==> config.mk <==
export PLATFORM = sky130hd
export DESIGN_NAME = frame_sequencer
export DESIGN_NICKNAME = d
export VERILOG_FILES = /design/src/rtl/frame_sequencer.sv
export SDC_FILE = /design/constraint.sdc
export NUM_CORES = 1
export LEC_CHECK = 0
export BUFFER_PORTS_ARGS = -buffer_cell sky130_fd_sc_hd__buf_2
export CAP_MARGIN = 20
export CORE_MARGIN = 8
export CORE_UTILIZATION = 64
export CTS_BUF_LIST = sky130_fd_sc_hd__clkbuf_8
export DETAILED_ROUTE_END_ITERATION = 8
export GPL_TIMING_DRIVEN = 1
export PLACE_DENSITY = 0.88
export SYNTH_ARGS = -nofsm -noshare
export SYNTH_HDL_FRONTEND = slang
export SYNTH_SLANG_ARGS = --single-unit
==> constraint.sdc <==
create_clock -name i_clk -period 2.8 [get_ports i_clk]
set_input_delay 0.42 -clock i_clk [delete_from_list [all_inputs] [get_ports i_clk]]
set_output_delay 0.42 -clock i_clk [all_outputs]
set_load 0.01 [all_outputs]
==> src/rtl/frame_sequencer.sv <==
// Frame controller: arms on i_start, forwards one frame of RX bytes to the filter, then paces filtered readout into UART TX.
// Latency: RX->conv 1 cycle, filter response->TX 1 cycle; readout stalls while TX is busy and each request may time out.
module frame_sequencer #(
  parameter int row_depth    = 450,
  parameter int column_depth = 500,
  parameter int D_BITS       = 8,
  parameter int OUT_PIXELS   = (row_depth - 2) * (column_depth - 2),
  parameter int DRAIN_CYC    = 4,
  parameter int RD_TIMEOUT   = 16
) (
  input  logic              i_clk,
  input  logic              reset,
  input  logic              i_start,
  input  logic              i_rx_valid,
  input  logic [D_BITS-1:0] i_rx_data,
  output logic              o_conv_drdy,
  output logic [D_BITS-1:0] o_conv_data,
  output logic              o_filt_rd,
  input  logic              i_filt_valid,
  input  logic [D_BITS-1:0] i_filt_data,
  input  logic              i_tx_idle,
  output logic              o_tx_start,
  output logic [D_BITS-1:0] o_tx_data,
  output logic              o_busy,
  output logic              o_frame_done,
  output logic              o_err_overrun,
  output logic              o_err_timeout
);

  localparam int IN_PIXELS = row_depth * column_depth;
  localparam int IN_W      = $clog2(IN_PIXELS);
  localparam int OUT_W     = $clog2(OUT_PIXELS + 1);
  localparam int DR_W      = $clog2(DRAIN_CYC + 1);
  localparam int TO_W      = $clog2(RD_TIMEOUT + 1);

  localparam logic [IN_W-1:0]  IN_LAST  = IN_W'(IN_PIXELS - 1);
  localparam logic [OUT_W-1:0] OUT_LAST = OUT_W'(OUT_PIXELS - 1);
  localparam logic [DR_W-1:0]  DR_LAST  = DR_W'(DRAIN_CYC - 1);
  localparam logic [TO_W-1:0]  TO_LAST  = TO_W'(RD_TIMEOUT - 1);

  typedef enum logic [2:0] {
    S_IDLE  = 3'd0,
    S_LOAD  = 3'd1,
    S_DRAIN = 3'd2,
    S_SEND  = 3'd3,
    S_DONE  = 3'd4
  } state_t;

  state_t             state_q, state_d;
  logic [IN_W-1:0]    in_cnt_q, in_cnt_d;
  logic [OUT_W-1:0]   out_cnt_q, out_cnt_d;
  logic [DR_W-1:0]    drain_cnt_q, drain_cnt_d;
  logic [TO_W-1:0]    to_cnt_q, to_cnt_d;
  logic               outstanding_q, outstanding_d;
  logic               conv_drdy_q, conv_drdy_d;
  logic [D_BITS-1:0]  conv_data_q, conv_data_d;
  logic               filt_rd_q, filt_rd_d;
  logic               tx_start_q, tx_start_d;
  logic [D_BITS-1:0]  tx_data_q, tx_data_d;
  logic               frame_done_q, frame_done_d;
  logic               err_ovr_q, err_ovr_d;
  logic               err_to_q, err_to_d;
  logic               req_ok;
  logic               issue;

  always_ff @(posedge i_clk) begin
    if (!reset) begin
      state_q       <= S_IDLE;
      in_cnt_q      <= '0;
      out_cnt_q     <= '0;
      drain_cnt_q   <= '0;
      to_cnt_q      <= '0;
      outstanding_q <= 1'b0;
      conv_drdy_q   <= 1'b0;
      conv_data_q   <= '0;
      filt_rd_q     <= 1'b0;
      tx_start_q    <= 1'b0;
      tx_data_q     <= '0;
      frame_done_q  <= 1'b0;
      err_ovr_q     <= 1'b0;
      err_to_q      <= 1'b0;
    end else begin
      state_q       <= state_d;
      in_cnt_q      <= in_cnt_d;
      out_cnt_q     <= out_cnt_d;
      drain_cnt_q   <= drain_cnt_d;
      to_cnt_q      <= to_cnt_d;
      outstanding_q <= outstanding_d;
      conv_drdy_q   <= conv_drdy_d;
      conv_data_q   <= conv_data_d;
      filt_rd_q     <= filt_rd_d;
      tx_start_q    <= tx_start_d;
      tx_data_q     <= tx_data_d;
      frame_done_q  <= frame_done_d;
      err_ovr_q     <= err_ovr_d;
      err_to_q      <= err_to_d;
    end
  end

  // A tx_start pulse on the output means the last launch was one cycle ago, so the next
  // request must wait one more cycle to keep two cycles between launch and request.
  assign req_ok = i_tx_idle && !outstanding_q && !tx_start_q;
  assign issue  = req_ok && ((state_q == S_SEND) ||
                             (state_q == S_DRAIN && drain_cnt_q == DR_LAST));

  always_comb begin
    state_d       = state_q;
    in_cnt_d      = in_cnt_q;
    out_cnt_d     = out_cnt_q;
    drain_cnt_d   = drain_cnt_q;
    to_cnt_d      = to_cnt_q;
    outstanding_d = outstanding_q;
    conv_drdy_d   = 1'b0;
    conv_data_d   = conv_data_q;
    filt_rd_d     = 1'b0;
    tx_start_d    = 1'b0;
    tx_data_d     = tx_data_q;
    frame_done_d  = 1'b0;
    err_ovr_d     = err_ovr_q;
    err_to_d      = err_to_q;

    unique case (state_q)
      S_IDLE: begin
        if (i_start) begin
          state_d       = S_LOAD;
          in_cnt_d      = '0;
          out_cnt_d     = '0;
          drain_cnt_d   = '0;
          to_cnt_d      = '0;
          outstanding_d = 1'b0;
          err_ovr_d     = 1'b0;
          err_to_d      = 1'b0;
        end
      end
      S_LOAD: begin
        if (i_rx_valid) begin
          conv_drdy_d = 1'b1;
          conv_data_d = i_rx_data;
          in_cnt_d    = in_cnt_q + IN_W'(1);
          if (in_cnt_q == IN_LAST) begin
            state_d     = S_DRAIN;
            drain_cnt_d = '0;
          end
        end
      end
      S_DRAIN: begin
        if (i_rx_valid) err_ovr_d = 1'b1;
        drain_cnt_d = drain_cnt_q + DR_W'(1);
        if (drain_cnt_q == DR_LAST) state_d = S_SEND;
      end
      S_SEND: begin
        if (i_rx_valid) err_ovr_d = 1'b1;
        // A response landing in the expiry cycle is still accepted.
        if (outstanding_q) begin
          if (i_filt_valid) begin
            tx_start_d    = 1'b1;
            tx_data_d     = i_filt_data;
            out_cnt_d     = out_cnt_q + OUT_W'(1);
            outstanding_d = 1'b0;
            if (out_cnt_q == OUT_LAST) state_d = S_DONE;
          end else if (to_cnt_q == TO_LAST) begin
            err_to_d      = 1'b1;
            outstanding_d = 1'b0;
            state_d       = S_IDLE;
          end else begin
            to_cnt_d = to_cnt_q + TO_W'(1);
          end
        end
      end
      S_DONE: begin
        if (i_rx_valid) err_ovr_d = 1'b1;
        frame_done_d = 1'b1;
        state_d      = S_IDLE;
      end
      default: state_d = S_IDLE;
    endcase

    if (issue) begin
      filt_rd_d     = 1'b1;
      outstanding_d = 1'b1;
      to_cnt_d      = '0;
    end
  end

  assign o_conv_drdy   = conv_drdy_q;
  assign o_conv_data   = conv_data_q;
  assign o_filt_rd     = filt_rd_q;
  assign o_tx_start    = tx_start_q;
  assign o_tx_data     = tx_data_q;
  assign o_busy        = (state_q != S_IDLE);
  assign o_frame_done  = frame_done_q;
  assign o_err_overrun = err_ovr_q;
  assign o_err_timeout = err_to_q;

endmodule

Word level (Yosys, flattened, before mapping)

Index checks and enable logic that the tools add are counted.

Register bits after elaboration: 70
Latch bits: 0
Bits in writable memories: 0
ROM bits: 0
Input bits: 22
Output and inout bits: 23
Word-level logic and storage cells: 108
Memories: 0

Add/sub/neg operators: 4
Multiply operators: 0
Div/mod/pow operators: 0
$lt $le $gt $ge: 0
Eq/ne operators: 21
Shift operators: 0
Muxes and demuxes: 40
Bitwise gates (word level): 1
Reductions and logical operators: 28

Operator list:

| kind                  | number |
|---|---|
| $mux 18               | 4 |
| $pmux 18 s2           | 2 |
| $add 18x1->18 const B | 2 |
| $eq 18x18->1 const B  | 2 |
| $mux 3                | 11 |
| $mux 5                | 4 |
| $ne 2x2->1 const B    | 7 |
| $mux 1                | 13 |
| $pmux 3 s4            | 1 |
| $reduce_and 3->1      | 4 |
| $pmux 5 s2            | 1 |
| $reduce_and 5->1      | 2 |
| $eq 3x2->1 const B    | 3 |
| $pmux 3 s3            | 1 |
| $reduce_bool 3->1     | 3 |
| $reduce_and 4->1      | 2 |
| $reduce_and 7->1      | 1 |
| $ne 2x1->1 const B    | 3 |
| $ne 3x2->1 const B    | 2 |
| $pmux 1 s2            | 3 |
| $reduce_and 2->1      | 3 |
| $reduce_bool 2->1     | 3 |
| $add 5x1->5 const B   | 1 |
| $eq 5x4->1 const B    | 1 |
| 11 further kinds      | 15 |

Longest topological paths before layout

Gate-level depths: netlist of run 1.

Depth in word-level cells: 6
Depth in mapped cells: 8
Mapped depth without buffers: 8

Worst setup path after synthesis of run 1

No wires, ideal clock.

Path type: register -> register
Start: register to_cnt_q[0]
End: register to_cnt_q[4]
Setup time: 0.114 ns
Arrival: 1.645 ns
Data required time: 2.686 ns
Slack: 1.040 ns
Stages on the path, launching flop included: 9
Buffers on the path: 0
Clock period less this slack: 1.760 ns
Cell sequence: dfxtp_1 -> ha_1 -> and3_1 -> ha_1 -> nor2_1 -> a41oi_1 -> nor2_1 -> mux2i_1 -> nor2_1

Cells in the longest elaborated chain, start to end: 5
Elaborated cells between the ends (all ways): 8
Classes of those cells: add/sub: 1; eq/ne: 2; mux: 4; reduce/logical: 1

Ends and longest elaborated chain:

| element                | RTL line | RTL |
|---|---|---|
| from (decl)            | 53       | `logic [TO_W-1:0] to_cnt_q, to_cnt_d;` |
| from (signal assigned) | 87       | `to_cnt_q <= to_cnt_d;` |
| $add 5x1->5            | 166      | `to_cnt_d = to_cnt_q + TO_W'(1);` |
| $mux 5                 | 161      | `end else if (to_cnt_q == TO_LAST) begin` |
| $mux 5                 | 155      | `if (i_filt_valid) begin` |
| $mux 5                 | 154      | `if (outstanding_q) begin` |
| $pmux 5 s2             | 122      | `unique case (state_q)` |

Several ways; a longest one is shown, not always the timed one. The select of a mux whose other input is x is not followed.
A chain may end at the register's enable or synchronous reset.

Final worst setup path of run 1

Start: register state_q[0]
End: register in_cnt_q[0]

Cells in the longest elaborated chain, start to end: 3
Elaborated cells between the ends (all ways): 7
Classes of those cells: eq/ne: 3; mux: 1; reduce/logical: 3

Ends and longest elaborated chain:

| element                                                          | RTL line | RTL |
|---|---|---|
| from (decl)                                                      | 49       | `state_t state_q, state_d;` |
| from (signal assigned)                                           | 83       | `state_q <= state_d;` |
| $eq 3x1->1 or $logic_not 3->1 (tied branches)                    | 122      |  |
| $ne 2x2->1 (no source line) or $reduce_bool 2->1 (tied branches) | --       |  |
| $reduce_and 3->1 (no source line)                                | --       |  |
| to (signal assigned)                                             | 84       | `in_cnt_q <= in_cnt_d;` |
| to (decl)                                                        | 50       | `logic [IN_W-1:0] in_cnt_q, in_cnt_d;` |

Several ways; a longest one is shown, not always the timed one.

==> results of run 1 <==
==> power by group through the flow <==
stage	sequential, W	clock, W	combinational (W)
after floorplan	0.00103	0	0.0000636
after global placement	0.00103	0	0.0000982
after detailed placement	0.00103	0	0.000100
after CTS	0.00101	0.000982	0.000102
after global routing	0.00101	0.00103	0.000113
final	0.00101	0.000969	0.000103
==> stage by stage <==
stage	instance area, um^2	setup WS, ps
detailed placement	3490	726
finish	3730	607
CTS	3730	649
global route	3730	438
floorplan	3250	1040
global placement	3490	821
==> kinds of logic (layout without fill, tap and decap cells) <==
logic type / after synthesis / count (layout)
and+or+nand+nor: 201 / 201
buffers and inverters: 28 / 72
AOI/OAI and AO/OA: 52 / 52
adders and majority gates: 6 / 6
muxes: 2 / 2
DFF: 70 / 70
xor gates and xnor gates: 32 / 32
==> layout by cell type (no fill, tap or decap), types with 2 or more instances in the layout <==
cell,n
dfxtp_1,70
nand2_1,54
nor2_1,53
buf_2,44
nand3_1,25
a21oi_1,23
xnor2_1,20
nand4_1,13
nor3_1,12
xor2_1,12
inv_1,11
o21ai_0,9
clkbuf_8,9
and2_1,6
ha_1,6
and4_1,5
nor4_1,5
and3_1,4
o22ai_1,4
nor2b_1,3
nand2b_1,3
nor2_2,3
bufinv_16,3
or3_1,2
o211ai_1,2
a41oi_1,2
clkinv_4,2
buf_4,2
==> layout make-up <==
cell class | instances | area (um^2)
Clock buffer | 9 | 124
Clock inverter | 7 | 115
Fill cell | 395 | 1280
Inverter | 10 | 37.5
Multi-Input combinational cell | 293 | 1730
Sequential cell | 70 | 1400
Tap cell | 70 | 87.6
Timing Repair Buffer | 46 | 235
==> sequential cells by signal (all words and copies together), names as in the netlist <==
name / cells
o_conv_drdy: 1
o_tx_data: 8
o_frame_done: 1
in_cnt_q: 18
o_conv_data: 8
o_err_timeout: 1
o_tx_start: 1
o_filt_rd: 1
outstanding_q: 1
to_cnt_q: 5
o_err_overrun: 1
out_cnt_q: 18
state_q: 3
drain_cnt_q: 3
==> critical path, cell delays in order, from the launching register on <==
cell	delay, ps
dfxtp_1	770
nor2b_1	300
nor2b_1	300
and2_1	390
nor2_1	80
a211oi_1	250
==> metal layers <==
| layer | share of wire, % | vias up |
|---|---|---|
| met5 | 0 | - |
| met4 | 2.1 | 0 |
| met3 | 6.4 | 17 |
| met2 | 48 | 101 |
| met1 | 43 | 1346 |
| li1 | - | 1431 |
==> worst min-delay path by stage <==
stage / from / end / cells past startpoint
2_1_floorplan: in_cnt_q[0] / in_cnt_q[0] / 1
3_3_place_gp: o_conv_data[3] / o_conv_data[3] / 2
3_5_place_dp: o_conv_data[2] / o_conv_data[2] / 2
4_1_cts: i_rx_data[6] / o_conv_data[6] / 3
5_1_grt: i_rx_data[4] / o_conv_data[4] / 3
6_report: i_rx_data[6] / o_conv_data[6] / 3
==> results.cfg, run 1 <==
[power]
powerDensity_nw_per_um2 = 559
design_power_total_w = 0.00208
power_frac_comb_pct = 4.9
p_int_w = 0.00163
power.switching_w = 0.000457
seqPwrFrac_pct = 48.6
leakage_nw = 1.36
power_frac_clock_pct = 46.5
swShare_pct = 21.9
vdd_drop_max_v = 0.000368

[detailed_routing]
drt_first_pass_iters = 5
drt_iter0_drc = 322
postRouteAntennaNets = 0
num_vias = 2895
wirelength_mm = 7.49
via_per_inst = 5.73
drc = 0
wire_per_inst_um = 14.8

[clock_network]
clk_latency_ps = 340
ctsResizeCount = 0
clk_path_buf_depth = 2
root_buffer = clkbuf_8
tritoncts = yes
cts_hold_buf = 0
cts_setup_buffers = 0
clkTransAtPathRegs_ps = 80
cts_htree_levels = 3
cts_sinks = 70
cts_buffers = 9

[yosys]
async_flop_share_pct = 0
synth-compound-area-share_pct = 9.86
synth_simple_gate_area_share_pct = 31.4
synth.most_common_cell = dfxtp_1
synthAdderAreaFrac_pct = 2.31
yosysWarningCount = 0
synth_top_area_share_pct = 43.1
synth_top_family_by_area = simple AND/OR/NAND/NOR gates
ys_top_cells_by_area = dfxtp_1, nand2_1, nor2_1
muxShareOfSynthArea_pct = 0.732
syn_area_um2 = 3250
ys.flop_type = dfxtp_1
ys_seq_area_share_pct = 43.1
ys_types = 55
syn_nets = 419
synth_edf_count = 0
synthXorXnorAreaFrac_pct = 8.63
yosys_register_bits = 70
avgSynthCellArea_um2 = 8.31
yosys.area.top_type = dfxtp_1
synth_common_cells = dfxtp_1, nand2_1, nor2_1
netlist_instances = 391

[status]
status = complete, no violations

[worst_hold_path]
hold_path.class = in -> reg

[cells_and_area]
antennaDiodeCount = 0
drive_gt1_share_pct = 16.3
fin_util_pct = 74.4
area_delta_synth_final_pct = 14.7
nNetsFinal = 458
instances_no_fill = 505

[worst_setup_path]
worstSetupEndpoint = in_cnt_q[0]
rr_startpoint = state_q[0]
cp-end-kind = flop
r2r_slack_ps = 610
crit_type = reg -> reg
reg2reg_to = in_cnt_q[0]
cp.required_ps = 3040
startpoint = state_q[0]
arrival_ps = 2430
reg2reg_depth = 5
cp_max_fo = 18
cp-start-kind = flop

[timing]
max-slew-margin-rel_pct = 53.7
fin_setup_tns_ps = 0
final-hold-violation-count = 0
final_max_slew_viol_count = 0
holdWs_ps = 305
post-route-period-util_pct = 78.3
skew_ps = 8.30
rsz0062_at_grt = no
worst_slew_pin_slew_ps = 694
fmax_mhz = 456
period_needed_ps = 2190
setup_violations = 0

[floorplan]
design.core.area_um2 = 5010
start_util_pct = 64.9
io_pins = 45
die_area_um2 = 7610
die_y_um = 87.3
num_rows = 26
die_w_um = 87.3

[grt]
met2_usage_pct = 35.1
grtUsageMet3_pct = 4.91
met1_usage_pct = 25.9
track_usage_pct = 21.3
grt_first_pass_wirelength_mm = 12.8
grt_max_degree = 35
busiest_layer = met2
first_global_vias = 2812
grt_remaining_overflow = 0
antenna_found_initial = 0

[place]
place_hpwl_mm = 5.21
io_buffers = 44
gp_congestion = 1.01
dp_cells = 489

[run]
maxCapViolations = 0
(Power assumes the default switching activity.)
==> run 2, diff against run 1 <==
--- a/config.mk
+++ b/config.mk
@@ -8,11 +8,11 @@
 export BUFFER_PORTS_ARGS = -buffer_cell sky130_fd_sc_hd__buf_2
 export CAP_MARGIN = 20
 export CORE_MARGIN = 8
-export CORE_UTILIZATION = 64
+export CORE_UTILIZATION = 53
 export CTS_BUF_LIST = sky130_fd_sc_hd__clkbuf_8
 export DETAILED_ROUTE_END_ITERATION = 8
 export GPL_TIMING_DRIVEN = 1
-export PLACE_DENSITY = 0.88
+export PLACE_DENSITY = 0.77
 export SYNTH_ARGS = -nofsm -noshare
 export SYNTH_HDL_FRONTEND = slang
 export SYNTH_SLANG_ARGS = --single-unit
==> constraint.sdc (replaced) <==
create_clock -name i_clk -period 2 [get_ports i_clk]
set_input_delay 0.3 -clock i_clk [delete_from_list [all_inputs] [get_ports i_clk]]
set_output_delay 0.3 -clock i_clk [all_outputs]
set_load 0.01 [all_outputs]
==> run 2 against run 1 <==
- wire length decreased by 1.1%
- design area increased by 1.1%
- total power increased by 28%
- clock skew decreased by 2.2 ps
- sequential share of layout area decreased by 0.36 points
==> results.cfg, run 2 (synthesis results as in run 1) <==
[clock_network]
tritoncts = yes
root_buffer = clkbuf_8
clkTransAtPathRegs_ps = 70
clk_latency_ps = 340
cts_sinks = 70
cts_hold_buf = 0
clk_path_buf_depth = 2
cts_htree_levels = 3
cts_buffers = 9

[floorplan]
die_y_um = 94.3
die_area_um2 = 8890
num_rows = 28
io_pins = 45
design.core.area_um2 = 5920
start_util_pct = 54.9
die_w_um = 94.3

[cells_and_area]
drive_gt1_share_pct = 19.2
antennaDiodeCount = 0
area_delta_synth_final_pct = 16.1
final_common_cell = dfxtp_1
fin_util_pct = 63.7
post-route-cell-area_um2 = 3770
final_cell_mix = dfxtp_1, nand2_1, nor2_1
largestRegisters = in_cnt_q (18), out_cnt_q (18)
nNetsFinal = 466
instances_no_fill = 517

[grt]
antenna_found_initial = 0
track_usage_pct = 17.4
first_global_vias = 2694
grt_first_pass_wirelength_mm = 12.5
grt_remaining_overflow = 0
grt_max_degree = 34

[timing]
period_needed_ps = 1850
worst_slew_pin_slew_ps = 593
fin_setup_tns_ps = 0
fmax_mhz = 542
holdWs_ps = 196
final_max_slew_viol_count = 0
max-slew-margin-rel_pct = 60.5
final-hold-violation-count = 0
post-route-period-util_pct = 92.3
skew_ps = 6.12
setup_violations = 0
rsz0062_at_grt = no

[power]
seqPwrFrac_pct = 53.2
p_int_w = 0.00206
powerDensity_nw_per_um2 = 705
swShare_pct = 22.6
vdd_drop_max_v = 0.000567
leakage_nw = 1.39
power_frac_comb_pct = 5.9
power.switching_w = 0.000600
power_frac_clock_pct = 40.9

[detailed_routing]
via_per_inst = 5.55
wire_per_inst_um = 14.3
drt_iter0_drc = 177
postRouteAntennaNets = 0
drt_first_pass_iters = 4
wirelength_mm = 7.41
num_vias = 2869
drc = 0

[run]
maxCapViolations = 0

[status]
status = complete, no violations

[worst_setup_path]
arrival_ps = 2080
cp-end-kind = flop
worst_path_most_repeated_cell = ha_1
cp-start-kind = flop
crit_slowest_cell = dfxtp_1
cp_num_buf_inv = 0
cp.required_ps = 2240
cp_max_fo = 5
critPathTopFamily = simple AND/OR/NAND/NOR gates
worstPathCellList = ha_1 -> and3_1 -> ha_1 -> nor2_2 -> a41oi_2 -> nor3b_1 -> xnor2_1 -> nor2_1
max_stage_delay_ps = 330
crit_type = reg -> reg

[place]
io_buffers = 44
placed_cell_area_um2 = 3570
dp_cells = 502
gp_congestion = 0.859
place_hpwl_mm = 5.45

[worst_hold_path]
hold_path.class = in -> reg
run 2: cell count changes in the layout (fill, tap and decap cells not counted), moves of 2 or more:
cell,change
buf_4,+7
bufinv_16,-2
clkinv_2,+4
clkinv_4,-2
dfxtp_1,-2
dfxtp_2,+2
inv_1,-2
nor2_1,-2
nor2_2,+2
run 2: stage by stage:
stage          total power (W)  setup slack, ps
2_1_floorplan          0.00153              240
3_3_place_gp           0.00160              132
3_5_place_dp           0.00160             42.3
4_1_cts                0.00269             45.1
5_1_grt                0.00277             14.5
6_report               0.00266              154
run 2: power by group through the flow:
stage	Combinational, W	Clock, W	Sequential [W]
4_1_cts	0.000154	0.00112	0.00141
3_5_place_dp	0.000154	0	0.00145
5_1_grt	0.000172	0.00118	0.00142
3_3_place_gp	0.000151	0	0.00144
6_report	0.000156	0.00109	0.00141
2_1_floorplan	0.0000890	0	0.00144
run 2: path summary, 6_finish.rpt:
path	startpoint	end	slack [ps]	cells after the start
max	to_cnt_q[0]	to_cnt_q[2]	150	8
min	i_rx_data[0]	o_conv_data[0]	200	3
max reg2reg	to_cnt_q[0]	to_cnt_q[2]	150	8
min reg2reg	o_tx_data[5]	o_tx_data[5]	450	2
run 2: layout make-up:
cell class	instances	area [um^2]
Tap cell	75	93.8
Clock inverter	5	50.0
Timing Repair Buffer	54	308
Sequential cell	70	1400
Clock buffer	10	138
Fill cell	525	2150
Multi-Input combinational cell	293	1740
Inverter	10	37.5
run 2: what timing repair did:
item / in CTS / in global routing
resized for setup: 0 / 5
setup endpoints to repair: 0 / 17
setup buffers: 0 / 0
run 2: worst min-delay path: stages:
cell and delay (ps):
buf_2 90, nand2_1 40, a21oi_1 50
run 2: routing by layer:
metal | GRT usage (%) | share of wire, %
met5 | 0 | 0
met4 | 3.96 | 0.82
met3 | 5.84 | 6.4
met2 | 27.7 | 49
met1 | 22.1 | 44
